===== config.mk =====
export PLATFORM = sky130hd
export DESIGN_NAME = uart_tx_frame_seq_flat
export DESIGN_NICKNAME = d
export VERILOG_FILES = /design/src/rtl/uart_tx_pkg.sv /design/src/rtl/uart_tx_frame_seq_if.sv /design/src/rtl/uart_tx_line_sel.sv /design/src/rtl/uart_tx_frame_seq.sv /design/src/flat_wrapper.sv
export SDC_FILE = /design/constraint.sdc
export NUM_CORES = 1
export LEC_CHECK = 0
export CORE_MARGIN = 5
export CORE_UTILIZATION = 38
export DETAILED_ROUTE_END_ITERATION = 7
export GPL_ROUTABILITY_DRIVEN = 0
export HOLD_SLACK_MARGIN = 0.1
export PLACE_DENSITY = 0.6
export SYNTH_ARGS = -nofsm -noshare
export SYNTH_HDL_FRONTEND = slang
export SYNTH_SLANG_ARGS = --single-unit

===== constraint.sdc =====
create_clock -name CLK -period 4.05 [get_ports CLK]
set_input_delay 0.405 -clock CLK [delete_from_list [all_inputs] [get_ports CLK]]
set_output_delay 0.405 -clock CLK [all_outputs]
set_load 0.02 [all_outputs]

===== src/rtl/uart_tx_pkg.sv =====
// Shared types and constants for the UART transmit frame sequencer:
// FSM state encoding, line-select codes and the idle line level.
package uart_tx_pkg;

  typedef enum logic [2:0] {
    IDLE   = 3'd0,
    START  = 3'd1,
    DATA   = 3'd2,
    PARITY = 3'd3,
    STOP   = 3'd4
  } state_t;

  localparam logic [1:0] SEL_START = 2'd0;
  localparam logic [1:0] SEL_DATA  = 2'd1;
  localparam logic [1:0] SEL_PAR   = 2'd2;
  localparam logic [1:0] SEL_STOP  = 2'd3;

  localparam logic LINE_IDLE = 1'b1;

endpackage


===== src/rtl/uart_tx_frame_seq_if.sv =====
// Handshake/line bundle for the UART TX frame sequencer.
// Optional feature macro: UART_TX_STOP2_EN adds the stop2 request bit.
interface uart_tx_frame_seq_if #(
  parameter int DATA_WIDTH = 8
);
  logic                  data_valid;
  logic [DATA_WIDTH-1:0] p_data;
  logic                  par_en;
  logic                  par_typ;
`ifdef UART_TX_STOP2_EN
  logic                  stop2;
`endif
  logic                  tx_out;
  logic                  busy;

`ifdef UART_TX_STOP2_EN
  modport master (output data_valid, p_data, par_en, par_typ, stop2,
                  input  tx_out, busy);
  modport slave  (input  data_valid, p_data, par_en, par_typ, stop2,
                  output tx_out, busy);
`else
  modport master (output data_valid, p_data, par_en, par_typ,
                  input  tx_out, busy);
  modport slave  (input  data_valid, p_data, par_en, par_typ,
                  output tx_out, busy);
`endif

endinterface


===== src/rtl/uart_tx_line_sel.sv =====
// Combinational line selector: maps a select code and the candidate
// bit values to the next serial line level.
module uart_tx_line_sel
  import uart_tx_pkg::*;
(
  input  logic [1:0] sel,
  input  logic       data_bit,
  input  logic       par_bit,
  output logic       line
);

  // pick the line level for the selected frame field
  always_comb begin
    line = LINE_IDLE;
    case (sel)
      SEL_START: line = 1'b0;
      SEL_DATA:  line = data_bit;
      SEL_PAR:   line = par_bit;
      SEL_STOP:  line = LINE_IDLE;
      default:   line = LINE_IDLE;
    endcase
  end

endmodule


===== src/rtl/uart_tx_frame_seq.sv =====
// UART transmit frame sequencer: start, DATA_WIDTH data bits (LSB first),
// optional runtime parity and stop bit(s); one clock per bit period.
// tx_out and busy are registered from the next state so they line up with it.
// Optional feature macro: UART_TX_STOP2_EN enables a second stop bit.
module uart_tx_frame_seq #(
  parameter int DATA_WIDTH = 8
) (
  input  logic               CLK,
  input  logic               RST,
  uart_tx_frame_seq_if.slave bus
);
  import uart_tx_pkg::*;

  localparam int              CNT_W    = $clog2(DATA_WIDTH);
  localparam logic [CNT_W-1:0] CNT_LAST = CNT_W'(DATA_WIDTH - 1);

  state_t                state_q;
  state_t                state_d;
  logic [CNT_W-1:0]      cnt_q;
  logic [CNT_W-1:0]      cnt_d;
  logic [DATA_WIDTH-1:0] data_reg;
  logic                  par_en_q;
  logic                  par_typ_q;
  logic                  final_stop;
  logic                  accept;
  logic                  par_bit;
  logic [1:0]            sel_d;
  logic                  busy_d;
  logic                  data_bit_d;
  logic                  line_d;
  logic                  tx_q;
  logic                  busy_q;

`ifdef UART_TX_STOP2_EN
  logic                  stop2_q;
  logic                  stop_first_q;

  // a two-stop frame finishes only on its second STOP cycle
  assign final_stop = (state_q == STOP) && (!stop2_q || stop_first_q);
`else
  assign final_stop = (state_q == STOP);
`endif

  // new frames are taken when idle or during the last stop bit (back-to-back)
  assign accept = bus.data_valid && ((state_q == IDLE) || final_stop);

  // even parity is the XOR of the payload; odd is its complement
  assign par_bit = par_typ_q ? ~^data_reg : ^data_reg;

  // counter clears in START, steps through DATA, never wraps past the last bit
  assign cnt_d = (state_q == START) ? '0 :
                 ((state_q == DATA) && (cnt_q != CNT_LAST)) ? cnt_q + 1'b1 :
                 cnt_q;

  // state register
  always_ff @(posedge CLK) begin
    if (!RST) state_q <= IDLE;
    else      state_q <= state_d;
  end

  // next-state decode
  always_comb begin
    state_d = state_q;
    case (state_q)
      IDLE:    if (accept) state_d = START;
      START:   state_d = DATA;
      DATA:    if (cnt_q == CNT_LAST) state_d = par_en_q ? PARITY : STOP;
      PARITY:  state_d = STOP;
      STOP:    if (final_stop) state_d = accept ? START : IDLE;
      default: state_d = IDLE;
    endcase
  end

  // line select and busy for the upcoming state; idle shares the stop level
  always_comb begin
    sel_d  = SEL_STOP;
    busy_d = 1'b1;
    case (state_d)
      IDLE:    begin sel_d = SEL_STOP; busy_d = 1'b0; end
      START:   sel_d = SEL_START;
      DATA:    sel_d = SEL_DATA;
      PARITY:  sel_d = SEL_PAR;
      STOP:    sel_d = SEL_STOP;
      default: begin sel_d = SEL_STOP; busy_d = 1'b0; end
    endcase
  end

  assign data_bit_d = data_reg[cnt_d];

  uart_tx_line_sel u_line_sel (
    .sel      (sel_d),
    .data_bit (data_bit_d),
    .par_bit  (par_bit),
    .line     (line_d)
  );

  // bit counter and per-frame latches captured on accept
  always_ff @(posedge CLK) begin
    if (!RST) begin
      cnt_q     <= '0;
      data_reg  <= '0;
      par_en_q  <= 1'b0;
      par_typ_q <= 1'b0;
`ifdef UART_TX_STOP2_EN
      stop2_q      <= 1'b0;
      stop_first_q <= 1'b0;
`endif
    end else begin
      cnt_q <= cnt_d;
      if (accept) begin
        data_reg  <= bus.p_data;
        par_en_q  <= bus.par_en;
        par_typ_q <= bus.par_typ;
`ifdef UART_TX_STOP2_EN
        stop2_q   <= bus.stop2;
`endif
      end
`ifdef UART_TX_STOP2_EN
      stop_first_q <= (state_q == STOP) && !final_stop;
`endif
    end
  end

  // registered line and busy outputs
  always_ff @(posedge CLK) begin
    if (!RST) begin
      tx_q   <= LINE_IDLE;
      busy_q <= 1'b0;
    end else begin
      tx_q   <= line_d;
      busy_q <= busy_d;
    end
  end

  assign bus.tx_out = tx_q;
  assign bus.busy   = busy_q;

endmodule

===== src/flat_wrapper.sv =====
// flat-port wrapper written by rule: the top's interface ports become plain ports
module uart_tx_frame_seq_flat import uart_tx_pkg::*;
#(
  parameter int DATA_WIDTH = 8
)
  (CLK, RST, bus_data_valid, bus_p_data, bus_par_en, bus_par_typ, bus_tx_out, bus_busy);
  uart_tx_frame_seq_if #(.DATA_WIDTH(DATA_WIDTH)) bus_i ();
  input  logic CLK;
  input  logic RST;
  input wire logic [$bits(bus_i.data_valid)-1:0] bus_data_valid;
  input wire logic [$bits(bus_i.p_data)-1:0] bus_p_data;
  input wire logic [$bits(bus_i.par_en)-1:0] bus_par_en;
  input wire logic [$bits(bus_i.par_typ)-1:0] bus_par_typ;
  output wire logic [$bits(bus_i.tx_out)-1:0] bus_tx_out;
  output wire logic [$bits(bus_i.busy)-1:0] bus_busy;
  assign bus_i.data_valid = bus_data_valid;
  assign bus_i.p_data = bus_p_data;
  assign bus_i.par_en = bus_par_en;
  assign bus_i.par_typ = bus_par_typ;
  assign bus_tx_out = bus_i.tx_out;
  assign bus_busy = bus_i.busy;
  uart_tx_frame_seq #(.DATA_WIDTH(DATA_WIDTH)) u_core (.CLK(CLK), .RST(RST), .bus(bus_i));
endmodule

==> summary.md <==
| Metric | Value |
|---|---|
| Post-synthesis sequential area ratio | `0.3692` |
| Die ar. | `3681 um2` |
| Via density | `5.020` |
| Clock sinks | `18` |
| CTS Buf Count | `3` |
| FILL cells | `261` |
| Nets | `138` |
| Post-cts hold buffer count | `0` |
| Worst-path clk slew | `0.10 ns` |
| Ranking of synthesized cells by area | `dfxtp_1, nand2_1, xnor2_1` |
| Routed wire length | `1.922 mm` |
| # H-tree levels | `1` |
| Final Instance Area | `1166 um2` |
| Final setup violation count | `0` |
| Placed cell count | `148` |
| Status | `completed` |
| YS warnings | `0` |
| RSZ-0062 raised after global routing | `false` |
| Tmin final | `2.270 ns` |
| Post-CTS resize count | `0` |
| CTS max path bufs | `2` |
| Initial DRC count | `21` |
| Max-slew violations | `0` |
| Largest net degree at the start of global routing | `16` |
| Overall global routing resource usage | `0.1263` |
| Worst setup EP type | `flop` |
| Kind of critical path | `reg -> reg` |
| Startpoint Class | `flop` |
| Final cell count without fillers | `152` |
| ANT cells | `0` |
| Post-synth net total | `123` |
| Number of global-route vias before repair | `777` |
| Mapped Area | `975.9 um2` |
| Clock skew | `0.002440 ns` |
| Average size of a mapped cell | `9.036 um2` |
| Worst-margin pin slew | `0.4487 ns` |
| Synth area leader | `dfxtp_1` |
| Top-Level Pins | `15` |
| Initial DRT Pass Iterations | `4` |
| Hold_ws | `0.4955 ns` |
| PortBufs | `14` |
| Worst-Skew Late Latency | `0.29 ns` |
| Clk root buf | `clkbuf_4` |
| Final HPWL DP | `1.462 mm` |
| Setup bufs post-CTS | `0` |
| Gate count of the mapped netlist | `108` |
| Power per standard cell area | `339.5 nW/um2` |
| Vias after detailed routing | `763` |
| Share of cells above drive strength 1 | `0.09836` |
| Critical Path RT | `4.22 ns` |
| EDFF count, synth | `0` |
| Fin util | `0.4707` |
| DIE HEIGHT | `60.68 um` |
| WL per Instance | `12.64 um` |
| Initial antenna violation count | `0` |
| Area delta synth->final | `19.49%` |
| Synth unique cells | `36` |
| F_max | `0.4405 GHz` |
| Tcrit/Tclk final | `0.5605` |
| Slew headroom | `0.6999` |
| First-pass GRT wire length | `3.429 mm` |
| Final Hold Fails | `0` |
| Worst Path Arrival | `2.44 ns` |
| DRC viols | `0` |
| Ys flop type | `dfxtp_1` |
| Yosys top cell area share | `0.3692` |
| Initial core utilization | `0.3939` |
| Die width | `60.68 um` |
| CTS tree | `built` |
| Pleak | `0.4516 nW` |
| Post-route setup TNS | `0 ns` |
| Core Footprint | `2477 um2` |
| Max cap viols | `0` |
| Max reg flops | `8` |
| Grt ovf | `0` |
| Flops & latches, synth | `18` |
| Peak VDD IR | `0.0001747 V` |
| Detail Route Antenna Nets | `0` |
| Ys async rst share | `0` |
| FP Rows | `18` |
| Post-DP Area | `1130 um2` |
| Crit Path Max Fanout | `6` |
| HP Class | `reg -> reg` |
[where the power goes]
group / leakage, nW / total (mW) / switching (mW) / internal [mW]
Sequential: 0.148 / 0.201 / 0.0119 / 0.189
Combinational: 0.283 / 0.0859 / 0.0385 / 0.0474
Clock: 0.0210 / 0.109 / 0.0546 / 0.0548
[path summary, 6_finish.rpt]
check	from	end	slack, ns	depth (start not counted)
max	u_core.cnt_q[0]	u_core.bus.tx_out	1.78	8
min	u_core.par_typ_q	u_core.par_typ_q	0.50	2
max reg2reg	u_core.cnt_q[0]	u_core.bus.tx_out	1.78	8
min reg2reg	u_core.par_typ_q	u_core.par_typ_q	0.50	2
[cell type report]
type                       instances  area [um2]  share of cell area
clock buffer                       4       36.28             0.03112
inverter                           4       15.01             0.01288
multi-input combinational         82       576.8              0.4946
sequential                        18       360.3              0.3090
tap                               30       37.54             0.03219
timing repair buffer              14       140.1              0.1202
[cells by family after synthesis]
family          share of synthesized area
xor+xnor                          0.08077
flops                              0.3692
simple gates                       0.2333
buf+inv                           0.03974
mux                               0.04103
compound gates                     0.2102
fa+ha+maj                         0.02564
[Yosys cell counts, types with 2 or more instances]
library cell / number
and2_1: 4
a21boi_0: 10
nand2_1: 22
nor2_1: 3
ha_1: 2
xnor2_1: 9
a21oi_1: 3
clkbuf_1: 2
o21a_1: 2
nand2b_1: 2
dfxtp_1: 18
inv_1: 4
mux2_4: 2
nor2b_1: 3
[through the flow]
stage / setup WS [ns] / power [mW]
final: 1.780 / 0.3959
after global routing: 1.587 / 0.4205
after CTS: 1.770 / 0.4034
after detailed placement: 1.791 / 0.2909
after global placement: 1.874 / 0.2903
after floorplan: 1.946 / 0.2645
[placed cells by master (no fill, tap or decap), types with 3 or more instances in the layout]
cell,Yosys,layout
nand2_1,22,22
dfxtp_1,18,18
clkdlybuf4s50_1,0,14
a21boi_0,10,10
xnor2_1,9,9
and2_1,4,4
inv_1,4,4
a21oi_1,3,3
nor2b_1,3,3
nor2_1,3,3
clkbuf_4,0,3
[critical path, stage by stage (launching register included)]
cell and delay [ns]:
dfxtp_1 0.37, ha_1 0.22, ha_1 0.26, nor4b_2 0.38
mux2_4 0.22, a21o_4 0.11, mux2_4 0.30, a22oi_2 0.17
o311ai_2 0.12
[per-layer routing]
metal	part of all wire	track usage	vias to the layer above
met1	0.46	0.1555	342
met5	0	0	-
met4	0.033	0.08978	0
met3	0.036	0.01915	6
met2	0.47	0.2000	18
li1	-	-	397
No activity file was read; power rests on OpenSTA's default activity.
